<file path="config.mk">
export PLATFORM = sky130hd
export DESIGN_NAME = mips_multicycle_control
export DESIGN_NICKNAME = d
export VERILOG_FILES = /design/src/rtl/mips_multicycle_control_pkg.sv /design/src/rtl/mips_multicycle_control_decode.sv /design/src/rtl/mips_multicycle_control.sv
export SDC_FILE = /design/constraint.sdc
export NUM_CORES = 1
export LEC_CHECK = 0
export ABC_AREA = 1
export BUFFER_PORTS_ARGS = -buffer_cell sky130_fd_sc_hd__buf_2
export CAP_MARGIN = 20
export CORE_UTILIZATION = 30
export CTS_CLUSTER_DIAMETER = 80
export DETAILED_ROUTE_END_ITERATION = 10
export PLACE_DENSITY = 0.65
export SYNTH_ARGS = -nofsm -noshare
export SYNTH_HDL_FRONTEND = slang
export SYNTH_SLANG_ARGS = --single-unit
</file>
<file path="constraint.sdc">
create_clock -name clk -period 2.35 [get_ports clk]
set_input_delay 0.1175 -clock clk [delete_from_list [all_inputs] [get_ports clk]]
set_output_delay 0.1175 -clock clk [all_outputs]
set_load 0.02 [all_outputs]
</file>
<file path="src/rtl/mips_multicycle_control_pkg.sv">
// Shared encodings for the multi-cycle MIPS main control: FSM states,
// opcode/funct constants, ALU operation codes and datapath mux selects.
package mips_multicycle_control_pkg;

  typedef enum logic [3:0] {
    S_FETCH    = 4'd0,
    S_DECODE   = 4'd1,
    S_MEM_ADDR = 4'd2,
    S_MEM_RD   = 4'd3,
    S_MEM_WB   = 4'd4,
    S_MEM_WR   = 4'd5,
    S_R_EXEC   = 4'd6,
    S_R_WB     = 4'd7,
    S_BRANCH   = 4'd8,
    S_JUMP     = 4'd9,
    S_I_EXEC   = 4'd10,
    S_I_WB     = 4'd11,
    S_JR       = 4'd12,
    S_TRAP     = 4'd13
  } state_t;

  // Coarse instruction class used to pick the post-decode path.
  typedef enum logic [2:0] {
    CLS_R       = 3'd0,
    CLS_JR      = 3'd1,
    CLS_JUMP    = 3'd2,
    CLS_BRANCH  = 3'd3,
    CLS_IMM     = 3'd4,
    CLS_LOAD    = 3'd5,
    CLS_STORE   = 3'd6,
    CLS_ILLEGAL = 3'd7
  } instr_class_t;

  // Opcodes (IR[31:26])
  localparam logic [5:0] OP_RTYPE = 6'b000000;
  localparam logic [5:0] OP_J     = 6'b000010;
  localparam logic [5:0] OP_JAL   = 6'b000011;
  localparam logic [5:0] OP_BEQ   = 6'b000100;
  localparam logic [5:0] OP_BNE   = 6'b000101;
  localparam logic [5:0] OP_ADDI  = 6'b001000;
  localparam logic [5:0] OP_ADDIU = 6'b001001;
  localparam logic [5:0] OP_SLTI  = 6'b001010;
  localparam logic [5:0] OP_SLTIU = 6'b001011;
  localparam logic [5:0] OP_ANDI  = 6'b001100;
  localparam logic [5:0] OP_ORI   = 6'b001101;
  localparam logic [5:0] OP_LUI   = 6'b001111;
  localparam logic [5:0] OP_LW    = 6'b100011;
  localparam logic [5:0] OP_LBU   = 6'b100100;
  localparam logic [5:0] OP_LHU   = 6'b100101;
  localparam logic [5:0] OP_SB    = 6'b101000;
  localparam logic [5:0] OP_SH    = 6'b101001;
  localparam logic [5:0] OP_SW    = 6'b101011;

  // R-type funct codes (IR[5:0])
  localparam logic [5:0] FN_SLL  = 6'b000000;
  localparam logic [5:0] FN_SRL  = 6'b000010;
  localparam logic [5:0] FN_JR   = 6'b001000;
  localparam logic [5:0] FN_ADD  = 6'b100000;
  localparam logic [5:0] FN_ADDU = 6'b100001;
  localparam logic [5:0] FN_SUB  = 6'b100010;
  localparam logic [5:0] FN_SUBU = 6'b100011;
  localparam logic [5:0] FN_AND  = 6'b100100;
  localparam logic [5:0] FN_OR   = 6'b100101;
  localparam logic [5:0] FN_NOR  = 6'b100111;
  localparam logic [5:0] FN_SLT  = 6'b101010;
  localparam logic [5:0] FN_SLTU = 6'b101011;

  // ALU control opcodes
  localparam logic [1:0] ALU_OP_ADD   = 2'b00;
  localparam logic [1:0] ALU_OP_SUB   = 2'b01;
  localparam logic [1:0] ALU_OP_FUNCT = 2'b11;

  // Memory access size
  localparam logic [1:0] MEM_SIZE_WORD = 2'b00;
  localparam logic [1:0] MEM_SIZE_HALF = 2'b01;
  localparam logic [1:0] MEM_SIZE_BYTE = 2'b10;

  // PC source select
  localparam logic [1:0] PC_SRC_ALU    = 2'b00;
  localparam logic [1:0] PC_SRC_ALUOUT = 2'b01;
  localparam logic [1:0] PC_SRC_JUMP   = 2'b10;
  localparam logic [1:0] PC_SRC_REG_A  = 2'b11;

  // ALU operand selects
  localparam logic       ALU_A_PC      = 1'b0;
  localparam logic       ALU_A_REG     = 1'b1;
  localparam logic [1:0] ALU_B_REG     = 2'b00;
  localparam logic [1:0] ALU_B_FOUR    = 2'b01;
  localparam logic [1:0] ALU_B_IMM     = 2'b10;
  localparam logic [1:0] ALU_B_BR_OFS  = 2'b11;

  // Immediate extension select
  localparam logic [1:0] EXT_SIGN  = 2'b00;
  localparam logic [1:0] EXT_ZERO  = 2'b01;
  localparam logic [1:0] EXT_UPPER = 2'b10;

  // Register file destination / write-data selects
  localparam logic [1:0] REG_DST_RT = 2'b00;
  localparam logic [1:0] REG_DST_RD = 2'b01;
  localparam logic [1:0] REG_DST_RA = 2'b10;
  localparam logic [1:0] MTR_ALUOUT = 2'b00;
  localparam logic [1:0] MTR_MDR    = 2'b01;
  localparam logic [1:0] MTR_PC     = 2'b10;

endpackage

</file>
<file path="src/rtl/mips_multicycle_control_decode.sv">
// Combinational opcode/funct classifier: instruction class, memory access
// size, immediate extension mode and the ALU funct substituted for I-type ops.
module mips_instr_class_decode
  import mips_multicycle_control_pkg::*;
(
  input  logic [5:0]   opcode,
  input  logic [5:0]   funct,
  output instr_class_t cls,
  output logic [1:0]   mem_size,
  output logic [1:0]   ext_sel,
  output logic [5:0]   imm_funct
);

  // Classify the instruction held in IR
  always_comb begin
    cls       = CLS_ILLEGAL;
    mem_size  = MEM_SIZE_WORD;
    ext_sel   = EXT_SIGN;
    imm_funct = FN_ADD;
    case (opcode)
      OP_RTYPE: begin
        case (funct)
          FN_JR: cls = CLS_JR;
          FN_ADD, FN_ADDU, FN_SUB, FN_SUBU, FN_AND, FN_OR, FN_NOR,
          FN_SLT, FN_SLTU, FN_SLL, FN_SRL: cls = CLS_R;
          default: cls = CLS_ILLEGAL;
        endcase
      end
      OP_J, OP_JAL:    cls = CLS_JUMP;
      OP_BEQ, OP_BNE:  cls = CLS_BRANCH;
      OP_ADDI, OP_ADDIU: begin
        cls       = CLS_IMM;
        imm_funct = FN_ADD;
      end
      OP_SLTI: begin
        cls       = CLS_IMM;
        imm_funct = FN_SLT;
      end
      OP_SLTIU: begin
        cls       = CLS_IMM;
        imm_funct = FN_SLTU;
      end
      OP_ANDI: begin
        cls       = CLS_IMM;
        imm_funct = FN_AND;
        ext_sel   = EXT_ZERO;
      end
      OP_ORI: begin
        cls       = CLS_IMM;
        imm_funct = FN_OR;
        ext_sel   = EXT_ZERO;
      end
      OP_LUI: begin
        // LUI adds the shifted immediate to $zero (rs field is 0)
        cls       = CLS_IMM;
        imm_funct = FN_ADD;
        ext_sel   = EXT_UPPER;
      end
      OP_LW: begin
        cls      = CLS_LOAD;
        mem_size = MEM_SIZE_WORD;
      end
      OP_LHU: begin
        cls      = CLS_LOAD;
        mem_size = MEM_SIZE_HALF;
      end
      OP_LBU: begin
        cls      = CLS_LOAD;
        mem_size = MEM_SIZE_BYTE;
      end
      OP_SW: begin
        cls      = CLS_STORE;
        mem_size = MEM_SIZE_WORD;
      end
      OP_SH: begin
        cls      = CLS_STORE;
        mem_size = MEM_SIZE_HALF;
      end
      OP_SB: begin
        cls      = CLS_STORE;
        mem_size = MEM_SIZE_BYTE;
      end
      default: cls = CLS_ILLEGAL;
    endcase
  end

endmodule

</file>
<file path="src/rtl/mips_multicycle_control.sv">
// Main control FSM for the multi-cycle MIPS datapath. Moore-decoded outputs;
// only the memory-access states look at mem_ready. While reset is high every
// enable and select is held at 0 so an abandoned instruction writes nothing.
module mips_multicycle_control
  import mips_multicycle_control_pkg::*;
(
  input  logic       clk,
  input  logic       reset,
  input  logic [5:0] opcode,
  input  logic [5:0] funct,
  input  logic       mem_ready,
  output logic       mem_req,
  output logic       mem_write,
  output logic [1:0] mem_size,
  output logic       iord,
  output logic       ir_write,
  output logic       pc_write,
  output logic       pc_write_eq,
  output logic       pc_write_ne,
  output logic [1:0] pc_source,
  output logic       alu_src_a,
  output logic [1:0] alu_src_b,
  output logic [1:0] ext_sel,
  output logic [1:0] alu_op,
  output logic [5:0] alu_funct,
  output logic       reg_write,
  output logic [1:0] reg_dst,
  output logic [1:0] mem_to_reg,
  output logic       instr_done,
  output logic       illegal_op,
  output logic [3:0] state_dbg
);

  state_t       state, next_state;
  instr_class_t cls;
  logic [1:0]   dec_mem_size;
  logic [1:0]   dec_ext_sel;
  logic [5:0]   dec_imm_funct;
  logic         set_illegal;

  mips_instr_class_decode u_decode (
    .opcode    (opcode),
    .funct     (funct),
    .cls       (cls),
    .mem_size  (dec_mem_size),
    .ext_sel   (dec_ext_sel),
    .imm_funct (dec_imm_funct)
  );

  assign state_dbg   = state;
  // Flag rises together with the entry into the trap state and then sticks
  assign set_illegal = (next_state == S_TRAP);

  // State register
  always_ff @(posedge clk) begin
    if (reset) state <= S_FETCH;
    else       state <= next_state;
  end

  // Sticky illegal-instruction flag, cleared only by reset
  always_ff @(posedge clk) begin
    if (reset)            illegal_op <= 1'b0;
    else if (set_illegal) illegal_op <= 1'b1;
  end

  // Next-state logic
  always_comb begin
    next_state = state;
    case (state)
      S_FETCH:    next_state = mem_ready ? S_DECODE : S_FETCH;
      S_DECODE: begin
        case (cls)
          CLS_R:      next_state = S_R_EXEC;
          CLS_JR:     next_state = S_JR;
          CLS_JUMP:   next_state = S_JUMP;
          CLS_BRANCH: next_state = S_BRANCH;
          CLS_IMM:    next_state = S_I_EXEC;
          CLS_LOAD,
          CLS_STORE:  next_state = S_MEM_ADDR;
          default:    next_state = S_TRAP;
        endcase
      end
      S_MEM_ADDR: next_state = (cls == CLS_STORE) ? S_MEM_WR : S_MEM_RD;
      S_MEM_RD:   next_state = mem_ready ? S_MEM_WB : S_MEM_RD;
      S_MEM_WB:   next_state = S_FETCH;
      S_MEM_WR:   next_state = mem_ready ? S_FETCH : S_MEM_WR;
      S_R_EXEC:   next_state = S_R_WB;
      S_R_WB:     next_state = S_FETCH;
      S_I_EXEC:   next_state = S_I_WB;
      S_I_WB:     next_state = S_FETCH;
      S_BRANCH:   next_state = S_FETCH;
      S_JUMP:     next_state = S_FETCH;
      S_JR:       next_state = S_FETCH;
      S_TRAP:     next_state = S_TRAP;
      default:    next_state = S_FETCH;
    endcase
  end

  // Moore output decode, all zero while reset is asserted
  always_comb begin
    mem_req     = 1'b0;
    mem_write   = 1'b0;
    mem_size    = MEM_SIZE_WORD;
    iord        = 1'b0;
    ir_write    = 1'b0;
    pc_write    = 1'b0;
    pc_write_eq = 1'b0;
    pc_write_ne = 1'b0;
    pc_source   = PC_SRC_ALU;
    alu_src_a   = ALU_A_PC;
    alu_src_b   = ALU_B_REG;
    ext_sel     = EXT_SIGN;
    alu_op      = ALU_OP_ADD;
    alu_funct   = 6'b000000;
    reg_write   = 1'b0;
    reg_dst     = REG_DST_RT;
    mem_to_reg  = MTR_ALUOUT;
    instr_done  = 1'b0;
    if (!reset) begin
      case (state)
        S_FETCH: begin
          // PC+4 computed by the ALU and written back when the fetch completes
          mem_req   = 1'b1;
          iord      = 1'b0;
          alu_src_a = ALU_A_PC;
          alu_src_b = ALU_B_FOUR;
          alu_op    = ALU_OP_ADD;
          pc_source = PC_SRC_ALU;
          ir_write  = mem_ready;
          pc_write  = mem_ready;
        end
        S_DECODE: begin
          // Speculative branch target into ALUOut
          alu_src_a = ALU_A_PC;
          alu_src_b = ALU_B_BR_OFS;
          alu_op    = ALU_OP_ADD;
        end
        S_R_EXEC: begin
          alu_src_a = ALU_A_REG;
          alu_src_b = ALU_B_REG;
          alu_op    = ALU_OP_FUNCT;
          alu_funct = funct;
        end
        S_R_WB: begin
          reg_write  = 1'b1;
          reg_dst    = REG_DST_RD;
          mem_to_reg = MTR_ALUOUT;
          instr_done = 1'b1;
        end
        S_I_EXEC: begin
          alu_src_a = ALU_A_REG;
          alu_src_b = ALU_B_IMM;
          alu_op    = ALU_OP_FUNCT;
          alu_funct = dec_imm_funct;
          ext_sel   = dec_ext_sel;
        end
        S_I_WB: begin
          reg_write  = 1'b1;
          reg_dst    = REG_DST_RT;
          mem_to_reg = MTR_ALUOUT;
          instr_done = 1'b1;
        end
        S_MEM_ADDR: begin
          alu_src_a = ALU_A_REG;
          alu_src_b = ALU_B_IMM;
          ext_sel   = EXT_SIGN;
          alu_op    = ALU_OP_ADD;
          mem_size  = dec_mem_size;
        end
        S_MEM_RD: begin
          mem_req  = 1'b1;
          iord     = 1'b1;
          mem_size = dec_mem_size;
        end
        S_MEM_WB: begin
          reg_write  = 1'b1;
          reg_dst    = REG_DST_RT;
          mem_to_reg = MTR_MDR;
          instr_done = 1'b1;
        end
        S_MEM_WR: begin
          mem_req    = 1'b1;
          mem_write  = 1'b1;
          iord       = 1'b1;
          mem_size   = dec_mem_size;
          instr_done = mem_ready;
        end
        S_BRANCH: begin
          alu_src_a   = ALU_A_REG;
          alu_src_b   = ALU_B_REG;
          alu_op      = ALU_OP_SUB;
          pc_source   = PC_SRC_ALUOUT;
          pc_write_eq = (opcode == OP_BEQ);
          pc_write_ne = (opcode == OP_BNE);
          instr_done  = 1'b1;
        end
        S_JUMP: begin
          // PC already holds PC+4, so JAL links straight from it
          pc_source  = PC_SRC_JUMP;
          pc_write   = 1'b1;
          instr_done = 1'b1;
          if (opcode == OP_JAL) begin
            reg_write  = 1'b1;
            reg_dst    = REG_DST_RA;
            mem_to_reg = MTR_PC;
          end
        end
        S_JR: begin
          pc_source  = PC_SRC_REG_A;
          pc_write   = 1'b1;
          instr_done = 1'b1;
        end
        default: ;
      endcase
    end
  end

endmodule

</file>
==> flow_metrics.env <==
export IMPL_timing_fmax_mhz=504.7
export IMPL_synth_common_cells="40 x nand2_1, 35 x nor2_1, 30 x inv_1"
export IMPL_coreArea_mm2=0.003053
export IMPL_drt_pass1_iterations=4
export IMPL_min_period_ns=1.981
export IMPL_cts_buffers_inserted=3
export IMPL_final_max_slew_violation_count=0
export IMPL_wl_per_cell_um=10.56
export IMPL_hpwl_um=2450
export IMPL_gp_congestion=0.8700
export IMPL_die_area_mm2=0.003472
export IMPL_nNetsFinal=251
export IMPL_skew_ns=0.0005815
export IMPL_fill_cells=362
export IMPL_drive_gt1_frac=0.3021
export IMPL_dieWidth_um=58.93
export IMPL_p_per_area_mw_per_mm2=494.7
export IMPL_final_hold_viol_count=0
export IMPL_use_met2=0.2873
export IMPL_syn_area_um2=972.2
export IMPL_grt_pass1_wl_um=4595
export IMPL_synth_edf_count=0
export IMPL_synth_top_cell_by_area="nand2_1"
export IMPL_synthTopCellsByArea="nand2_1 15%, nor2_1 14%, inv_1 12%"
export IMPL_cts_num_sinks=5
export IMPL_drt_antenna_violating_nets=0
export IMPL_synth_seq_area_share=0.1030
export IMPL_crit_required_ns=2.23
export IMPL_cp_end_kind="output port"
export IMPL_fin_crit_sh=0.8431
export IMPL_ys_seq_elements=5
export IMPL_postCtsSetupBuffers=0
export IMPL_p_leak_uw=0.0007290
export IMPL_ctsResizeCount=0
export IMPL_crit_fanout=6
export IMPL_synth_warnings=0
export IMPL_async_reset_ff_frac=0
export IMPL_synth_cell_types=32
export IMPL_status="complete, no violations"
export IMPL_rows=20
export IMPL_ir_drop_uv=193.0
export IMPL_ctsHoldBuffers=0
export IMPL_use_met3=0.02637
export IMPL_drc=0
export IMPL_post_drt_via_cell_ratio=4.792
export IMPL_drv_cap=0
export IMPL_drt_iter0_markers=84
export IMPL_htreeDepth=1
export IMPL_area_delta_synth_final_pct=30.63
export IMPL_num_io_pins=50
export IMPL_grt_pass1_vias=1069
export IMPL_cts_tree="built"
export IMPL_synthesis_nets=201
export IMPL_worstHoldPathType="in -> reg"
export IMPL_antenna_found_initial=0
export IMPL_synthFlopType="dfxtp_1"
export IMPL_synth_most_common_cell="nand2_1"
export IMPL_tightest_slew_ns=0.4928
export IMPL_worstSkewPairLatency_ns=0.24
export IMPL_report_final_setup_viol=0
export IMPL_crit_type="reg -> out"
export IMPL_grt_busiest_layer="met2"
export IMPL_synth_top_area_share=0.1544
export IMPL_worst_setup_path_start_kind="register"
export IMPL_n_antenna_cell=0
export IMPL_grt_total_usage=0.1684
export IMPL_finalSetupTns_ns=0
export IMPL_total_power_uw=628.2
export IMPL_grt_max_degree=29
export IMPL_syn_area_per_cell_um2=5.227
export IMPL_use_met1=0.2277
export IMPL_worstPathArrival_ns=1.86
export IMPL_cts_buffer_depth=2
export IMPL_root_buffer="clkbuf_4"
export IMPL_wl_um=2947
export IMPL_clk_pin_slew_worst_paths_ns=0.04
export IMPL_start_util=0.3184
export IMPL_grt_overflow=0
export IMPL_vias=1337
export IMPL_portBuffers=49
export IMPL_die_y_um=58.93
export IMPL_rsz0062_at_grt="no"
export IMPL_relSlewSlack=0.6714
export IMPL_netlist_instances=186
[worst max-delay path, cell delays in order (launching register included)]
cell	delay, ns
dfxtp_1	0.45
inv_1	0.08
nor2_1	0.21
nand2_1	0.13
inv_1	0.08
a21oi_1	0.07
a21oi_1	0.22
o2111a_1	0.22
buf_2	0.16
[cell type report]
class	count	area [um^2]	area share
tap	44	55.05	0.04335
timing repair buffer	49	245.2	0.1931
inverter	35	132.6	0.1044
clock buffer	4	26.28	0.02069
multi-input combinational	142	710.7	0.5596
sequential	5	100.1	0.07882
[placed cells by master (no fill, tap or decap), drive strengths merged]
| master | synthesis | routed |
|---|---|---|
| nand2 | 42 | 42 |
| inv | 34 | 34 |
| nand3b | 1 | 1 |
| nor3 | 10 | 10 |
| o31ai | 1 | 1 |
| clkbuf | 3 | 4 |
| nor4 | 2 | 2 |
| o21ai | 4 | 4 |
| buf | 1 | 49 |
| a22oi | 1 | 1 |
| clkinv | 1 | 1 |
| nand3 | 13 | 13 |
| o2111ai | 1 | 1 |
| o2111a | 1 | 1 |
| nor2 | 42 | 42 |
| or2 | 2 | 2 |
| nand4 | 4 | 4 |
| a31oi | 4 | 4 |
| o22ai | 1 | 1 |
| a21oi | 12 | 12 |
| dfxtp | 5 | 5 |
| a41oi | 1 | 1 |
[state kept, by name, indices dropped and copies added (netlist names)]
name        cells
state_dbg       4
illegal_op      1
[worst paths after layout]
path	start	endpoint	slack [ns]	cells past startpoint
max reg2reg	state_dbg[3]	illegal_op	0.64	10
min	reset	state_dbg[0]	0.32	2
min reg2reg	illegal_op	illegal_op	0.46	2
max	state_dbg[2]	mem_size[0]	0.37	8
[cells by family after synthesis]
| logic type | after synthesis | synth area share |
|---|---|---|
| buffers and inverters | 39 | 0.1660 |
| flip-flops | 5 | 0.1030 |
| AO/OA/AOI/OAI | 26 | 0.1712 |
| AND/OR/NAND/NOR | 116 | 0.5598 |
[metal layers]
layer	vias up	part of all wire	routed length [um]
met1	585	0.46	1352
li1	701	-	-
met2	49	0.46	1370
met4	0	0.0078	23
met5	-	0	0
met3	2	0.068	201
[metrics by stage]
| step | cell area, um^2 | util | instances | setup slack [ns] | hold WS [ns] |
|---|---|---|---|---|---|
| global route | 1270 | 0.4160 | 279 | 0.2008 | 0.3652 |
| CTS | 1270 | 0.4160 | 279 | 0.3720 | 0.3268 |
| detailed placement | 1244 | 0.4074 | 275 | 0.6383 | 0.4415 |
| floorplan | 972.2 | - | 186 | 0.1976 | 0.3213 |
| global placement | 1244 | 0.4074 | 275 | 0.6219 | 0.4406 |
| finish | 1270 | 0.4160 | 279 | 0.3688 | 0.3198 |
[where the power goes]
group          switching [uW]  internal, uW
Sequential               22.7           101
Combinational             279           128
Clock                    34.3          64.1
Power figures use the tool's default switching activity.
